### config.mk
export PLATFORM = sky130hd
export DESIGN_NAME = axi_wr_seq
export DESIGN_NICKNAME = d
export VERILOG_FILES = /design/src/rtl/axi_wr_seq.sv
export SDC_FILE = /design/constraint.sdc
export NUM_CORES = 1
export LEC_CHECK = 0
export ABC_AREA = 1
export BUFFER_PORTS_ARGS = -buffer_cell sky130_fd_sc_hd__buf_2
export CORE_AREA = 2 2 96 98
export CTS_BUF_LIST = sky130_fd_sc_hd__clkbuf_16
export DETAILED_ROUTE_END_ITERATION = 6
export DIE_AREA = 0 0 98 100
export PLACE_DENSITY = 0.89
export SYNTH_ARGS = -nofsm -noshare
export SYNTH_HDL_FRONTEND = slang
export SYNTH_SLANG_ARGS = --single-unit
### constraint.sdc
create_clock -name m00_axi_aclk -period 1.75 [get_ports m00_axi_aclk]
set_input_delay 0.2625 -clock m00_axi_aclk [delete_from_list [all_inputs] [get_ports m00_axi_aclk]]
set_output_delay 0.2625 -clock m00_axi_aclk [all_outputs]
set_load 0.01 [all_outputs]
### src/rtl/axi_wr_seq.sv
// Table-driven AXI4 single-beat write sequencer: walks NUM_WR address/data table
// entries, issuing AW and W independently and waiting for each B before moving on.
module axi_wr_seq #(
  parameter int unsigned NUM_WR = 3,
  parameter int unsigned IDX_W  = 4,
  parameter int unsigned ID_W   = 4,
  parameter int unsigned ADDR_W = 32,
  parameter int unsigned DATA_W = 32
) (
  input  logic                  m00_axi_aclk,
  input  logic                  m00_axi_aresetn,
  input  logic                  m00_axi_init_axi_txn,
  output logic [IDX_W-1:0]      seq_idx,
  input  logic [ADDR_W-1:0]     seq_addr,
  input  logic [DATA_W-1:0]     seq_data,
  output logic [ID_W-1:0]       m00_axi_awid,
  output logic [ADDR_W-1:0]     m00_axi_awaddr,
  output logic [7:0]            m00_axi_awlen,
  output logic [2:0]            m00_axi_awsize,
  output logic [1:0]            m00_axi_awburst,
  output logic                  m00_axi_awlock,
  output logic [3:0]            m00_axi_awcache,
  output logic [2:0]            m00_axi_awprot,
  output logic [3:0]            m00_axi_awqos,
  output logic                  m00_axi_awvalid,
  input  logic                  m00_axi_awready,
  output logic [DATA_W-1:0]     m00_axi_wdata,
  output logic [DATA_W/8-1:0]   m00_axi_wstrb,
  output logic                  m00_axi_wlast,
  output logic                  m00_axi_wvalid,
  input  logic                  m00_axi_wready,
  input  logic [ID_W-1:0]       m00_axi_bid,
  input  logic [1:0]            m00_axi_bresp,
  input  logic                  m00_axi_bvalid,
  output logic                  m00_axi_bready,
  output logic                  busy,
  output logic                  done,
  output logic                  err,
  output logic [7:0]            err_cnt
);

  typedef enum logic [2:0] {S_IDLE, S_LOAD, S_ISSUE, S_WAIT_B, S_DONE} state_t;

  state_t              r_state;
  state_t              w_state_nxt;
  logic                r_init_q;
  logic                r_init_qq;
  logic [IDX_W-1:0]    r_idx;
  logic [ID_W-1:0]     r_awid;
  logic [ADDR_W-1:0]   r_awaddr;
  logic [DATA_W-1:0]   r_wdata;
  logic                r_awvalid;
  logic                r_wvalid;
  logic                r_bready;
  logic                r_busy;
  logic                r_done;
  logic                r_err;
  logic [7:0]          r_err_cnt;

  logic w_start;
  logic w_aw_hs;
  logic w_w_hs;
  logic w_issue_done;
  logic w_b_hs;
  logic w_b_err;
  logic w_last;

  assign w_start      = r_init_q & ~r_init_qq;
  assign w_aw_hs      = r_awvalid & m00_axi_awready;
  assign w_w_hs       = r_wvalid & m00_axi_wready;
  // Both channels finished once every still-pending valid handshakes this edge.
  assign w_issue_done = (~r_awvalid | m00_axi_awready) & (~r_wvalid | m00_axi_wready);
  assign w_b_hs       = r_bready & m00_axi_bvalid;
  assign w_b_err      = (m00_axi_bresp != 2'b00) | (m00_axi_bid != r_awid);
  assign w_last       = (r_idx == IDX_W'(NUM_WR - 1));

  always_comb begin
    w_state_nxt = r_state;
    case (r_state)
      S_IDLE, S_DONE: if (w_start) w_state_nxt = S_LOAD;
      S_LOAD:         w_state_nxt = S_ISSUE;
      S_ISSUE:        if (w_issue_done) w_state_nxt = S_WAIT_B;
      S_WAIT_B:       if (w_b_hs) w_state_nxt = w_last ? S_DONE : S_LOAD;
      default:        w_state_nxt = S_IDLE;
    endcase
  end

  always_ff @(posedge m00_axi_aclk or negedge m00_axi_aresetn) begin
    if (!m00_axi_aresetn) r_state <= S_IDLE;
    else                  r_state <= w_state_nxt;
  end

  always_ff @(posedge m00_axi_aclk or negedge m00_axi_aresetn) begin
    if (!m00_axi_aresetn) begin
      r_init_q  <= 1'b0;
      r_init_qq <= 1'b0;
      r_idx     <= '0;
      r_awid    <= '0;
      r_awaddr  <= '0;
      r_wdata   <= '0;
      r_awvalid <= 1'b0;
      r_wvalid  <= 1'b0;
      r_bready  <= 1'b0;
      r_busy    <= 1'b0;
      r_done    <= 1'b0;
      r_err     <= 1'b0;
      r_err_cnt <= '0;
    end else begin
      r_init_q  <= m00_axi_init_axi_txn;
      r_init_qq <= r_init_q;
      case (r_state)
        S_IDLE, S_DONE: begin
          if (w_start) begin
            r_done    <= 1'b0;
            r_err     <= 1'b0;
            r_err_cnt <= '0;
            r_idx     <= '0;
            r_busy    <= 1'b1;
          end
        end
        S_LOAD: begin
          r_awaddr  <= seq_addr;
          r_wdata   <= seq_data;
          r_awid    <= ID_W'(r_idx);
          r_awvalid <= 1'b1;
          r_wvalid  <= 1'b1;
        end
        S_ISSUE: begin
          if (w_aw_hs)      r_awvalid <= 1'b0;
          if (w_w_hs)       r_wvalid  <= 1'b0;
          if (w_issue_done) r_bready  <= 1'b1;
        end
        S_WAIT_B: begin
          if (w_b_hs) begin
            r_bready <= 1'b0;
            if (w_b_err) begin
              r_err <= 1'b1;
              if (r_err_cnt != '1) r_err_cnt <= r_err_cnt + 8'd1;
            end
            if (w_last) begin
              r_busy <= 1'b0;
              r_done <= 1'b1;
            end else begin
              r_idx <= r_idx + 1'b1;
            end
          end
        end
        default: ;
      endcase
    end
  end

  assign seq_idx         = r_idx;
  assign m00_axi_awid    = r_awid;
  assign m00_axi_awaddr  = r_awaddr;
  assign m00_axi_awlen   = 8'd0;
  assign m00_axi_awsize  = 3'($clog2(DATA_W / 8));
  assign m00_axi_awburst = 2'b01;
  assign m00_axi_awlock  = 1'b0;
  assign m00_axi_awcache = 4'b0011;
  assign m00_axi_awprot  = 3'b000;
  assign m00_axi_awqos   = 4'b0000;
  assign m00_axi_awvalid = r_awvalid;
  assign m00_axi_wdata   = r_wdata;
  assign m00_axi_wstrb   = '1;
  assign m00_axi_wlast   = r_wvalid;
  assign m00_axi_wvalid  = r_wvalid;
  assign m00_axi_bready  = r_bready;
  assign busy            = r_busy;
  assign done            = r_done;
  assign err             = r_err;
  assign err_cnt         = r_err_cnt;

endmodule

# == Word-level counts from Yosys, hierarchy flattened ==
# Index checks and enable logic that the tools add are counted.
# totals
out_inout_bits,116
rom_bits,0
regBits,91
n_memories,0
ramBits,0
latchBits,0
# classes
bitwise_logic,11
n_eq_ne,16
add_sub_neg,2
muxes,32
magnitude_cmp,0
div_mod_pow,0
n_shift,0
n_reduce_logical,14
n_mul,0
# ops
cell,n
$mux 8,4
$ne 2x2->1 const B,9
$pmux 8 s2,1
$mux 1,12
$mux 3,4
$mux 4,3
$pmux 1 s2,6
$pmux 3 s4,1
$reduce_and 4->1,3
$add 8x1->8 const B,1
$ne 8x8->1 const B,1
$pmux 4 s2,1
$reduce_bool 2->1,4
$eq 3x2->1 const B,2
$reduce_and 3->1,2
$and 1x1->1,5
$reduce_and 5->1,1
$add 4x1->4 const B,1
$eq 4x2->1 const B,1
$ne 4x4->1,1
$reduce_and 2->1,2
$eq 3x1->1 const B,1
$eq 3x3->1 const B,1
$logic_not 3->1,1
other kinds (3),7

# == Logic depth before layout (Yosys ltp) ==
# depth
ltp_word,5
ltp_mapped,9
mapped_depth_nobuf,9

# == Worst setup path after synthesis ==
# Ideal clock, no wire load.
# synth_path
path_kind,register -> register
start,"register r_err_cnt[0], in the netlist err_cnt[0]"
end,"register r_err_cnt[4], in the netlist err_cnt[4]"
stages_incl_launch_ff,9
setup_time_ns,0.117
path_slack_ns,0.302
period_less_slack_ns,1.448
arrival_ns,1.331
path_cell_list,dfrtp_1 ha_1 nand3_1 nor2_1 nand3_1 nand3_4 nand2_4 nand2_1 nand2_1
# synth_between
elab_chain_cells,5
elab_cells_between_ends,8
cone_classes,1 x add/sub; 2 x eq/ne; 4 x mux; 1 x reduce/logical
# synth_rtl
element,line_no,rtl
start: declaration,58,logic [7:0] r_err_cnt;
start signal: assignment,138,if (r_err_cnt != '1) r_err_cnt <= r_err_cnt + 8'd1;
$add 8x1->8,138,
$mux 8,138,
$mux 8,136,if (w_b_err) begin
$mux 8,134,if (w_b_hs) begin
$pmux 8 s2,111,case (r_state)
# Several ways; a longest one is shown, not always the timed one. The select of a mux whose other input is x is not followed.
# A chain may end at the register's enable or synchronous reset.

# == Final worst setup path ==
# layout_path
start,"register r_err_cnt[0], in the netlist err_cnt[0]"
end,"register r_err_cnt[2], in the netlist err_cnt[2]"
# Same word-level chain as after synthesis.

==> impl_metrics.tcl <==
set metrics [dict create \
    power_density_nw_per_um2 1855 \
    preCtsSetupSlack_ns 0.1466 \
    wl_met1_um 3478 \
    drv_slew 0 \
    synth_area_per_cell_um2 11.48 \
    numCtsBuffers 9 \
    gp_congestion 0.8548 \
    hold_viol_final 0 \
    fmax_mhz 638.7 \
    antenna_found_initial 0 \
    synth_common_cells "dfrtp_1 (91), mux2_2 (64), nand2_1 (55)" \
    rows 35 \
    ir_drop_mv 0.9860 \
    drive_gt1_frac 0.4981 \
    totalWireLength_um 8918 \
    crit_fanout 9 \
    r2r_end "err_cnt[2]" \
    min_path_cells 1 \
    status "finished clean" \
    path_class "reg2reg" \
    clkTransAtPathRegs_ns 0.06 \
    syn_to_final_growth_pct 29.87 \
    dieHeight_um 100 \
    vias 3043 \
    tritoncts "yes" \
    endpoint_kind "flip-flop" \
    crit_required_ns 1.97 \
    grt_max_degree 46 \
    nNetsFinal 602 \
    hold_end "r_init_q" \
    synth_edf_count 0 \
    yosysMostFrequentCell "dfrtp_1" \
    nFillCells 713 \
    start_util 0.4570 \
    hold_path.class "in2reg" \
    critPathMaxStageDelay_ns 0.42 \
    utilization 0.5935 \
    clock_skew_ns 0.006317 \
    grt_pass1_vias 3181 \
    cp_cell_sequence "ha_1 > nand3_1 > nor2_2 > nand3_1 > nand3_4 > nand2_4 > nand2_1 > nand2_1" \
    grt_remaining_overflow 0 \
    dp_hpwl_um 6818 \
    fin_crit_sh 0.8946 \
    synthArstFlopShare 1.000 \
    io_buffers 162 \
    rsz0062_at_grt "no" \
    grt_usage 0.1825 \
    die_x_um 98 \
    syn-cell-area_um2 4063 \
    diodes 0 \
    drt_first_pass_iters 4 \
    synth_cell_types 28 \
    p_total_uw 9785 \
    synth.mux.area_fraction 0.1774 \
    drt-initial-drc-count 85 \
    multi_input_area_um2 1523 \
    r2r_slack_ns 0.18 \
    synthCells 354 \
    grt_pass1_wl_um 14500 \
    synth-compound-area-share 0.02371 \
    synth_top_area_share 0.5605 \
    htreeDepth 3 \
    cts_root_buf "clkbuf_16" \
    ys.flop_type "dfrtp_1" \
    synthSimpleGateAreaFrac 0.1232 \
    yosysWarnings 0 \
    synth_xor_area_frac 0.01078 \
    cp.arrival_ns 1.79 \
    antenna_left 0 \
    clock_path_buffers 2 \
    synthAdderAreaFrac 0.009239 \
    ys_ff_latch 91 \
    tns_ns 0 \
    pin_count 192 \
    die_area_um2 9800 \
    drt-wirelength-per-cell_um 13.96 \
    wl_met2_um 4351 \
    r2r_start "err_cnt[0]" \
    synth_top_family_by_area "multiplexers" \
    yosysSeqAreaShare 0.5605 \
    core_um2 8890 \
    setup_viol 0 \
    viasPerCell 4.762 \
    p_leak_uw 0.002712 \
    clock_latency_ns 0.33 \
    layout_setup_ws_ns 0.1844 \
    hold_path_startpoint "m00_axi_init_axi_txn" \
    period_needed_ns 1.566 \
    critPathLaunchType "flip-flop" \
    yosys.area.top_type "dfrtp_1" \
    seq_area_um2 2277 \
    cap_violations 0 \
    postCtsSetupBuffers 0 \
    route.met3.wl_um 984 \
    cts.sinks 91 \
    drc 0 \
    routed.top_layer "met4" \
    synthTopCellsByArea "dfrtp_1 (56%), mux2_2 (18%), buf_4 (6.5%)" \
    crit_path_top_delay_cell "dfrtp_1" \
    reg2regPathDepth 8 \
]
[kinds of logic (layout without fill, tap and decap cells)]
kind of cell             Yosys count  count (layout)
multiplexers                      64              64
AO/OA/AOI/OAI                     18              18
AND/OR/NAND/NOR                  106             106
flip-flops                        91              91
adder cells (fa/ha/maj)            3               3
XOR/XNOR                           5               5
other                              2              29
buffers and inverters             65             212
[area by class of cell]
| cell class | count | area share |
|---|---|---|
| tap | 111 | 0.02632 |
| multi-input combinational | 225 | 0.2886 |
| clock buffer | 9 | 0.04268 |
| clock inverter | 7 | 0.01921 |
| inverter | 26 | 0.01850 |
| sequential | 91 | 0.4316 |
| timing repair buffer | 170 | 0.1731 |
[per-stage QoR]
stage | area (µm²) | hold slack, ns | instances
after detailed placement | 4937 | 0.2568 | 622
after floorplan | 4164 | -0.03309 | 381
after CTS | 5274 | 0.02909 | 639
after global routing | 5276 | 0.02532 | 639
final | 5276 | 0.04328 | 639
after global placement | 4937 | 0.2449 | 622
[flip-flops by register name (all words and copies together), names as in the netlist]
name	flops
m00_axi_awvalid	1
m00_axi_wdata	32
m00_axi_bready	1
r_init_qq	1
r_state	3
m00_axi_awaddr	32
err_cnt	8
busy	1
m00_axi_wlast	1
m00_axi_awid	4
r_init_q	1
seq_idx	4
err	1
done	1
[power breakdown]
| part | leakage (µW) | internal, µW | switching, µW | total [µW] |
|---|---|---|---|---|
| clock network | 0.000159 | 1260 | 813 | 2080 |
| registers | 0.00109 | 3040 | 544 | 3580 |
| logic | 0.00146 | 2000 | 2130 | 4130 |
[cell usage in the layout (no fill, tap or decap), types with 3 or more instances in the layout]
master	netlist	final
buf_4	35	5
or2_2	3	3
buf_2	3	161
nand2_1	55	55
ha_1	3	3
o21ai_0	11	11
buf_12	0	3
xor2_1	3	3
conb_1	2	29
inv_1	25	25
clkbuf_16	0	9
dfrtp_1	91	91
nand3_1	19	18
clkinv_4	0	3
mux2_2	64	64
nor2_1	16	15
nor3_1	3	3
[per-layer routing]
layer  vias to the layer above  track usage
met3                        14      0.08217
li1                       1436            -
met2                       156       0.3103
met5                         -            0
met1                      1437       0.2115
met4                         0      0.04808
[worst max-delay path by stage]
stage / from / to / slack (ns) / depth (start not counted)
6_report: err_cnt[0] / err_cnt[2] / 0.18 / 8
4_1_cts: err_cnt[0] / err_cnt[6] / 0.14 / 8
5_1_grt: err_cnt[0] / err_cnt[1] / 0.03 / 8
3_3_place_gp: err_cnt[0] / err_cnt[7] / 0.31 / 8
2_1_floorplan: err_cnt[0] / err_cnt[4] / 0.30 / 8
3_5_place_dp: err_cnt[0] / err_cnt[1] / 0.15 / 8
[worst max-delay path: cells and delay by family (launching register included)]
family	cells	cell delay, ns
simple gates	7	0.83
fa+ha+maj	1	0.22
flops	1	0.42
[what timing repair did]
action                                 in CTS  in global routing
endpoints found under the hold margin      34                  0
gates resized for setup                     0                  1
setup endpoints to repair                   0                  8
hold buffers                                1                  0
No activity file was read; power rests on OpenSTA's default activity.
